<file path="config.mk">
export PLATFORM = sky130hd
export DESIGN_NAME = simple_dual_port_sync_sram
export DESIGN_NICKNAME = d
export VERILOG_FILES = /design/src/rtl/simple_dual_port_sync_sram.sv
export SDC_FILE = /design/constraint.sdc
export NUM_CORES = 1
export LEC_CHECK = 0
export BUFFER_PORTS_ARGS = -buffer_cell sky130_fd_sc_hd__buf_2
export CAP_MARGIN = 40
export CORE_ASPECT_RATIO = 0.7
export CORE_UTILIZATION = 45
export DETAILED_ROUTE_END_ITERATION = 10
export HOLD_SLACK_MARGIN = 0.02
export PLACE_DENSITY = 0.6
export SKIP_CTS_REPAIR_TIMING = 1
export SYNTH_ARGS = -nofsm -noshare
export SYNTH_HDL_FRONTEND = slang
export SYNTH_SLANG_ARGS = --single-unit
</file>
<file path="constraint.sdc">
create_clock -name clk -period 2.3 [get_ports clk]
set_input_delay 0.46 -clock clk [delete_from_list [all_inputs] [get_ports clk]]
set_output_delay 0.46 -clock clk [all_outputs]
set_load 0.02 [all_outputs]
</file>
<file path="src/rtl/simple_dual_port_sync_sram.sv">
// simple_dual_port_sync_sram: one write port, one read port, shared clock.
// Per-byte write enables, write-first same-address bypass, registered reads
// with rd_lat (1 or 2) stages and an r_valid strobe. After reset a CLEAR
// sequence zeroes every word before traffic is accepted.
// Optional feature macro: SRAM_PARITY_EN (per-byte even parity, par_err out,
// inj_err in to corrupt stored parity).

// Per-byte-lane datapath: builds the stored lane (data plus optional parity)
// and applies the write-first bypass for the read port.
module simple_dual_port_sync_sram_lane (
  input  logic [7:0]    wr_byte,
`ifdef SRAM_PARITY_EN
  input  logic          inj,
  input  logic [8:0]    rd_lane,
  output logic [8:0]    wr_lane,
  output logic [8:0]    merged_lane,
`else
  input  logic [7:0]    rd_lane,
  output logic [7:0]    wr_lane,
  output logic [7:0]    merged_lane,
`endif
  input  logic          be,
  input  logic          bypass
);
  // Encode write lane; bypass only replaces bytes being written this cycle
  always_comb begin
`ifdef SRAM_PARITY_EN
    // Even parity bit, optionally inverted to fake a storage fault
    wr_lane = {(^wr_byte) ^ inj, wr_byte};
`else
    wr_lane = wr_byte;
`endif
    merged_lane = (bypass && be) ? wr_lane : rd_lane;
  end
endmodule

module simple_dual_port_sync_sram #(
  parameter int w      = 32,
  parameter int d      = 16,
  parameter int rd_lat = 1
) (
  input  logic                 clk,
  input  logic                 rst,
  input  logic                 w_en,
  input  logic [$clog2(d)-1:0] w_ad,
  input  logic [w/8-1:0]       w_be,
  input  logic [w-1:0]         data_in,
`ifdef SRAM_PARITY_EN
  input  logic                 inj_err,
  output logic                 par_err,
`endif
  input  logic                 r_en,
  input  logic [$clog2(d)-1:0] r_ad,
  output logic [w-1:0]         data_out,
  output logic                 r_valid,
  output logic                 init_done
);
`ifdef SRAM_PARITY_EN
  localparam int PW = 1;
`else
  localparam int PW = 0;
`endif
  localparam int NB = w / 8;
  localparam int AW = $clog2(d);
  localparam int LW = 8 + PW;

  typedef logic [NB-1:0][LW-1:0] word_t;
  typedef enum logic {S_CLEAR, S_RUN} state_e;

  generate
    if ((w % 8) != 0 || w < 8 || d < 2 || (1 << AW) != d || rd_lat < 1 || rd_lat > 2) begin : g_bad_param
      $error("simple_dual_port_sync_sram: illegal parameters");
    end
  endgenerate

  state_e        state_q, state_d;
  logic [AW-1:0] cnt_q, cnt_d;
  logic          init_done_q, init_done_d;

  word_t         mem [d];

  logic          clear, run, rd_fire, bypass;
  logic          mem_we;
  logic [AW-1:0] mem_wa;
  logic [NB-1:0] mem_wbe;
  word_t         mem_wd, lane_wr, rd_raw, rd_merged;

  logic [rd_lat:1] vld_pipe_q, vld_pipe_d;
  word_t           dat_pipe_q [1:rd_lat];
  word_t           dat_pipe_d [1:rd_lat];

  // Clear FSM next state: walk the counter over every address, then run
  always_comb begin
    state_d     = state_q;
    cnt_d       = cnt_q;
    init_done_d = init_done_q;
    case (state_q)
      S_CLEAR: begin
        cnt_d = cnt_q + 1'b1;
        if (cnt_q == AW'(d - 1)) begin
          state_d     = S_RUN;
          init_done_d = 1'b1;
          cnt_d       = '0;
        end
      end
      default: ;
    endcase
  end

  // FSM and counter registers
  always_ff @(posedge clk or posedge rst) begin
    if (rst) begin
      state_q     <= S_CLEAR;
      cnt_q       <= '0;
      init_done_q <= 1'b0;
    end else begin
      state_q     <= state_d;
      cnt_q       <= cnt_d;
      init_done_q <= init_done_d;
    end
  end

  assign clear   = (state_q == S_CLEAR);
  assign run     = (state_q == S_RUN);
  assign rd_fire = run && r_en;
  assign bypass  = run && w_en && (w_ad == r_ad);
  assign rd_raw  = mem[r_ad];

  generate
    for (genvar k = 0; k < NB; k++) begin : g_lane
      simple_dual_port_sync_sram_lane u_lane (
        .wr_byte     (data_in[8*k +: 8]),
`ifdef SRAM_PARITY_EN
        .inj         (inj_err),
`endif
        .rd_lane     (rd_raw[k]),
        .wr_lane     (lane_wr[k]),
        .merged_lane (rd_merged[k]),
        .be          (w_be[k]),
        .bypass      (bypass)
      );
    end
  endgenerate

  // Array write port: clear sequence owns it during CLEAR (zero data and
  // zero parity, which is correct even parity for a zero byte)
  always_comb begin
    mem_we  = 1'b0;
    mem_wa  = w_ad;
    mem_wbe = w_be;
    mem_wd  = lane_wr;
    if (clear) begin
      mem_we  = 1'b1;
      mem_wa  = cnt_q;
      mem_wbe = '1;
      mem_wd  = '0;
    end else if (w_en) begin
      mem_we  = 1'b1;
    end
  end

  // Storage array; deliberately no reset so contents are never touched asynchronously
  always_ff @(posedge clk) begin
    if (mem_we) begin
      for (int k = 0; k < NB; k++) begin
        if (mem_wbe[k]) mem[mem_wa][k] <= mem_wd[k];
      end
    end
  end

  // Read pipeline next state: each stage loads only when a read moves into it,
  // so the output stage holds its last result between reads
  always_comb begin
    vld_pipe_d    = '0;
    dat_pipe_d    = dat_pipe_q;
    vld_pipe_d[1] = rd_fire;
    if (rd_fire) dat_pipe_d[1] = rd_merged;
    for (int k = 2; k <= rd_lat; k++) begin
      vld_pipe_d[k] = vld_pipe_q[k-1];
      if (vld_pipe_q[k-1]) dat_pipe_d[k] = dat_pipe_q[k-1];
    end
  end

  // Read pipeline registers, flushed on reset
  always_ff @(posedge clk or posedge rst) begin
    if (rst) begin
      vld_pipe_q <= '0;
      for (int k = 1; k <= rd_lat; k++) dat_pipe_q[k] <= '0;
    end else begin
      vld_pipe_q <= vld_pipe_d;
      for (int k = 1; k <= rd_lat; k++) dat_pipe_q[k] <= dat_pipe_d[k];
    end
  end

  // Output unpacking (and parity check on the final stage)
  always_comb begin
    for (int k = 0; k < NB; k++) data_out[8*k +: 8] = dat_pipe_q[rd_lat][k][7:0];
    r_valid   = vld_pipe_q[rd_lat];
    init_done = init_done_q;
`ifdef SRAM_PARITY_EN
    par_err = 1'b0;
    for (int k = 0; k < NB; k++) begin
      if (^dat_pipe_q[rd_lat][k]) par_err = vld_pipe_q[rd_lat];
    end
`endif
  end
endmodule

</file>
* Word level (Yosys, flattened, before mapping)
Memory sizes are Yosys's and may differ from the RTL's. A register that Yosys moved wholly into a read port is not among the register bits.
Cells that the tools add are included.
W data, S select, Z words.
** Operators by class
- Reductions and logical operators :: 2
- Add/sub/neg operators :: 1
- Multiplexer cells :: 20
- Bitwise logic cells :: 1
- Eq/ne operators :: 1
** Operators with widths (count)
- $mux W32 :: 1
- $mux W1 :: 16
- $mux W4 :: 3
- $add A4 B1 Y4 const B :: 1
- $eq A4 B4 Y1 const B :: 1
- $reduce_and A2 Y1 :: 1
- $logic_and A1 B1 Y1 :: 1
- $not A1 Y1 :: 1
** Storage, ports and cells
- Output and inout bits :: 34
- Memories :: 1
- RAM bits :: 512
- Logic and storage cells :: 30
- Register bits :: 7
** Memory list
- mem :: depth 16, bits a word 32, read ports 1, clocked after memory_dff 1, wr ports 1, RTL line 80 : word_t mem [d];

* Logic depth before layout (Yosys ltp)
- Depth after elaboration :: 4
- Gate-level depth with buffers :: 8
- Mapped depth without buffers :: 5

* By module
A second synthesis with hierarchy kept.
** Second synthesis, totals
- Cell total of the unflattened synthesis :: 1088
- Area, all modules :: 21956.1 µm²
** Modules (own cells, without submodules)
- simple_dual_port_sync_sram :: times used 1, seq. area each 16350.7 µm², cells an instance 1020, area each 21330.5 µm²
- simple_dual_port_sync_sram_lane :: times used 4, seq. area each 0.0 µm², cells an instance 17, area each 156.4 µm²

* Worst setup path before layout
Ideal clock, no wire load.
- Path type :: register to register
- Start :: register state_q, in the netlist run
- End :: memory mem[8][0] (netlist name) (enable)
- Path buffers :: 3
- Stages on the path, launching flop included :: 7
- Data arrival time :: 1.832 ns
- Slack :: 0.098 ns
- Cells stage by stage :: dfrtp_1 -> buf_4 -> buf_2 -> clkbuf_1 -> o32ai_1 -> nand2_1 -> nor2_1
** Between the ends
- Cells in the longest elaborated chain, start to end :: 4
- Elaborated cells on any way between the ends :: 6
- Those cells by class :: mux (6)
** Ends and longest elaborated chain
- start: declaration :: RTL line 76 : state_e state_q, state_d;
- start signal: assignment :: RTL line 117 : state_q <= state_d;
- $mux W4 :: RTL line 152 : if (clear) begin
- $mux W1 :: RTL line 166 : if (mem_wbe[k]) mem[mem_wa][k] <= mem_wd[k];
- $mux W1 :: RTL line 164 : if (mem_we) begin
- $mux W1 (not written as such) :: RTL line 166
- end: declaration :: RTL line 80
Several ways; a longest one is shown, not always the timed one.

* Worst setup path in the final report
- Start :: register state_q, in the netlist run
- End :: memory mem[10][3] (netlist name) (enable)
The elaborated chain is that of the path after synthesis.

==> metrics.txt <==
# TYPE chip_impl_metric gauge
chip_impl_metric{name="timing_max_transition_violations_final",unit=""} 0
chip_impl_metric{name="postRouteAntennaNets",unit=""} 0
chip_impl_metric{name="power.density",unit="nW/um^2"} 824
chip_impl_metric{name="place_hpwl",unit="mm"} 34.3
chip_impl_metric{name="antenna-diode-count",unit=""} 0
chip_impl_metric{name="yosys.cell_types.count",unit=""} 34
chip_impl_metric{name="pin_count_of_the_biggest_net_entering_global_routing",unit=""} 66
chip_impl_metric{name="dieArea",unit="sq um"} 49100
chip_impl_metric{name="worst_slew_pin_tran",unit="ns"} 0.620
chip_impl_info{name="worstSetupEndpointType",value="flip-flop"} 1
chip_impl_metric{name="hold_viol_final",unit=""} 0
chip_impl_metric{name="power.leakage",unit="nW"} 8.50
chip_impl_metric{name="synth.cell_area",unit="sq um"} 21700
chip_impl_metric{name="first_pass_iters",unit=""} 5
chip_impl_metric{name="portBuffers",unit=""} 81
chip_impl_metric{name="route.detailed.vias_per_inst",unit=""} 5.82
chip_impl_metric{name="timing.final.crit_share",unit="%"} 97.2
chip_impl_info{name="grt_setup_unrepaired",value="yes"} 1
chip_impl_metric{name="detail_route.iter0.violations",unit=""} 1093
chip_impl_info{name="synthDominantAreaCellType",value="sky130_fd_sc_hd__edfxtp_1"} 1
chip_impl_info{name="path_class",value="flip-flop to flip-flop"} 1
chip_impl_metric{name="totalWireLength",unit="mm"} 52.7
chip_impl_info{name="crit_path_start_kind",value="flip-flop"} 1
chip_impl_metric{name="total_via_count_in_the_routed_design",unit=""} 11590
chip_impl_metric{name="post_route_cells_drive_above_1_share",unit="%"} 31.1
chip_impl_metric{name="io_pins",unit=""} 82
chip_impl_metric{name="max_freq",unit="GHz"} 0.447
chip_impl_metric{name="postLayoutCellArea",unit="sq um"} 25500
chip_impl_metric{name="synth_top_cell_area_share",unit="%"} 70.8
chip_impl_metric{name="core",unit="sq um"} 47000
chip_impl_metric{name="crit_fanout",unit=""} 26
chip_impl_metric{name="post_drt_wl_per_cell",unit="microns"} 26.5
chip_impl_metric{name="max-cap-violations",unit=""} 0
chip_impl_metric{name="worstSkewPairLatency",unit="ns"} 0.57
chip_impl_metric{name="post-route-worst-setup-slack",unit="ns"} 0.0653
chip_impl_info{name="cts_tree",value="done"} 1
chip_impl_metric{name="post_layout_net_count",unit=""} 1385
chip_impl_metric{name="fin_total_pwr",unit="mW"} 21.0
chip_impl_metric{name="drt_drc_violations_left",unit=""} 0
chip_impl_metric{name="vdd_ir_drop_max",unit="mV"} 0.605
chip_impl_metric{name="ys_seq_elements",unit=""} 551
chip_impl_metric{name="floorplan.initialDensity",unit="%"} 46.2
chip_impl_metric{name="fp.dieH",unit="microns"} 186
chip_impl_metric{name="cell_count_after_synthesis",unit=""} 1149
chip_impl_metric{name="grt_antenna_before_repair",unit=""} 0
chip_impl_metric{name="postSynthNetCount",unit=""} 1198
chip_impl_metric{name="syn_avg_cell_area",unit="sq um"} 18.9
chip_impl_metric{name="globalRoute.totalOverflow",unit=""} 0
chip_impl_metric{name="finalWorstPathRequiredPeriod",unit="ns"} 2.23
chip_impl_metric{name="place_ws",unit="ns"} -0.247
chip_impl_info{name="hold_path_class",value="primary input to flip-flop"} 1
chip_impl_metric{name="grt_pass1_wl",unit="mm"} 78.2
chip_impl_metric{name="place_congestion",unit=""} 0.814
chip_impl_metric{name="timing.clock.skew",unit="ns"} 0.0137
chip_impl_metric{name="ys_seq_area_share",unit="%"} 75.3
chip_impl_metric{name="postPlaceCellArea",unit="sq um"} 23700
chip_impl_metric{name="htree_levels",unit=""} 2
chip_impl_metric{name="worstPathRequired",unit="ns"} 2.56
chip_impl_metric{name="cts_buffer_depth",unit=""} 3
chip_impl_metric{name="core.rowCount",unit=""} 66
chip_impl_metric{name="maxSlewHeadroom",unit="%"} 58.6
chip_impl_info{name="cts-root-buf",value="sky130_fd_sc_hd__clkbuf_16"} 1
chip_impl_metric{name="final_core_util",unit="%"} 54.2
chip_impl_metric{name="report.final.setup_viol",unit=""} 0
chip_impl_metric{name="flow.area_growth_from_synthesis",unit="%"} 17.4
chip_impl_metric{name="critPathArrivalTime",unit="ns"} 2.50
chip_impl_metric{name="timing.setup.tns",unit="ns"} 0
chip_impl_info{name="run_status",value="complete, no violations"} 1
chip_impl_metric{name="numCtsBuffers",unit=""} 51
chip_impl_metric{name="die_width",unit="microns"} 265
chip_impl_metric{name="grt_pass1_vias",unit=""} 11866
chip_impl_metric{name="grt.total_usage",unit="%"} 22.0
chip_impl_metric{name="cts.sink_count",unit=""} 551
chip_impl_metric{name="synthesis.yosys.warnings",unit=""} 0
chip_impl_info{name="synth_top_cells_by_area",value="sky130_fd_sc_hd__edfxtp_1 (71%), sky130_fd_sc_hd__mux4_2 (13%), sky130_fd_sc_hd__dfrtp_1 (4.5%)"} 1
chip_impl_metric{name="worst_setup_hold_path_clk_slew",unit="ns"} 0.07
==> report_power, final <==
part	switching [mW]	internal, mW	total, mW
Combinational	0.854	0.523	1.38
Clock	3.57	4.96	8.53
Sequential	0.0509	11.1	11.1
Total	4.47	16.5	21.0
==> synth_stat cells <==
cell and n:
sky130_fd_sc_hd__edfxtp_1 512, sky130_fd_sc_hd__mux4_2 128, sky130_fd_sc_hd__nor2_1 98, sky130_fd_sc_hd__a22oi_1 64
sky130_fd_sc_hd__nand2_1 62, sky130_fd_sc_hd__clkbuf_1 41, sky130_fd_sc_hd__dfrtp_1 39, sky130_fd_sc_hd__and2_1 34
sky130_fd_sc_hd__a31oi_1 32, sky130_fd_sc_hd__nand3_1 32, sky130_fd_sc_hd__o21ai_1 28, sky130_fd_sc_hd__buf_2 20
sky130_fd_sc_hd__buf_1 6, sky130_fd_sc_hd__inv_1 5, sky130_fd_sc_hd__o21ai_0 5, sky130_fd_sc_hd__and2_0 4
sky130_fd_sc_hd__buf_4 4, sky130_fd_sc_hd__mux2i_1 4, sky130_fd_sc_hd__nand2b_1 4, sky130_fd_sc_hd__o32ai_1 4
sky130_fd_sc_hd__xnor2_1 4, sky130_fd_sc_hd__buf_6 3, sky130_fd_sc_hd__o22ai_1 3, sky130_fd_sc_hd__nor2b_1 2
sky130_fd_sc_hd__o21ai_2 2, sky130_fd_sc_hd__a21oi_1 1, sky130_fd_sc_hd__a31o_2 1, sky130_fd_sc_hd__ha_1 1
sky130_fd_sc_hd__mux2_2 1, sky130_fd_sc_hd__nor4b_2 1, sky130_fd_sc_hd__o21bai_1 1, sky130_fd_sc_hd__o31ai_1 1
sky130_fd_sc_hd__or4b_4 1, sky130_fd_sc_hd__xor2_1 1
==> metrics by stage <==
| stage | hold slack (ns) | instances |
|---|---|---|
| 6_report | 0.160 | 1990 |
| 5_1_grt | 0.145 | 1990 |
| 4_1_cts | -0.0709 | 1987 |
| 3_5_place_dp | 0.464 | 1892 |
| 3_3_place_gp | 0.459 | 1892 |
| 2_1_floorplan | 0.525 | 1149 |
==> path summary, 6_finish.rpt <==
check                      cells past startpoint      endpoint  slack, ns         from
max                                            6    mem[10][3]       0.07          run
min                                            3  data_out[13]       0.16  data_in[13]
max reg2reg                                    6    mem[10][3]       0.07          run
min reg2reg                                    1     init_done       0.48    init_done
max in group asynchronous                      4  data_out[31]       1.22          rst
min in group asynchronous                      3  data_out[12]       0.48          rst
==> critical path: stages (launching register included) <==
cell                       delay (ns)
sky130_fd_sc_hd__dfrtp_2         0.51
sky130_fd_sc_hd__buf_6           0.28
sky130_fd_sc_hd__nand2b_1        0.15
sky130_fd_sc_hd__o32ai_2         0.30
sky130_fd_sc_hd__nand2_2         0.27
sky130_fd_sc_hd__nor2_1          0.17
sky130_fd_sc_hd__buf_4           0.22
==> state kept, by name, indices dropped and copies added (netlist names) <==
name	flops
mem	512
data_out	32
cnt_q	4
init_done	1
r_valid	1
run	1
==> routing by layer <==
metal | track usage [%] | part of all wire, %
met3 | 3.59 | 6.7
met5 | 0 | 0
met4 | 5.56 | 2.1
met2 | 33.6 | 46
met1 | 33.1 | 45
==> placed cells by master, fill, tap and decap left out, drive strengths merged <==
cell,instances
o22ai,3
o21ai,35
clkinv,15
dlygate4sd3,1
nand2,62
clkbuf,71
a21oi,1
and2,38
bufinv,6
mux2i,4
a31oi,32
xor2,1
mux2,1
o32ai,4
a31o,1
or4b,1
dfrtp,39
o31ai,1
nor2b,2
nand2b,4
nor2,98
buf,206
clkinvlp,4
xnor2,4
inv,5
ha,1
edfxtp,512
a22oi,64
mux4,128
nor4b,1
nand3,32
o21bai,1
==> cell families (layout without fill, tap and decap cells) <==
kind of cell | Yosys count | in the layout | synth area share [%]
AOI/OAI and AO/OA | 142 | 142 | 4.36
muxes | 133 | 133 | 13.5
xor gates and xnor gates | 5 | 5 | 0.202
DFF | 551 | 551 | 75.3
buffers and inverters | 79 | 308 | 1.65
and+or+nand+nor | 238 | 238 | 4.90
adders and majority gates | 1 | 1 | 0.0576
==> layout make-up <==
| cell class | count | area, sq um |
|---|---|---|
| fillers | 3667 | 21500 |
| clock inverters | 25 | 272 |
| inverters | 5 | 18.8 |
| well taps | 612 | 766 |
| clock buffers | 70 | 1410 |
| repair buffers | 208 | 1590 |
| flip-flops and latches | 551 | 16400 |
| multi-input cells | 519 | 5070 |
No activity file was read; power rests on OpenSTA's default activity.
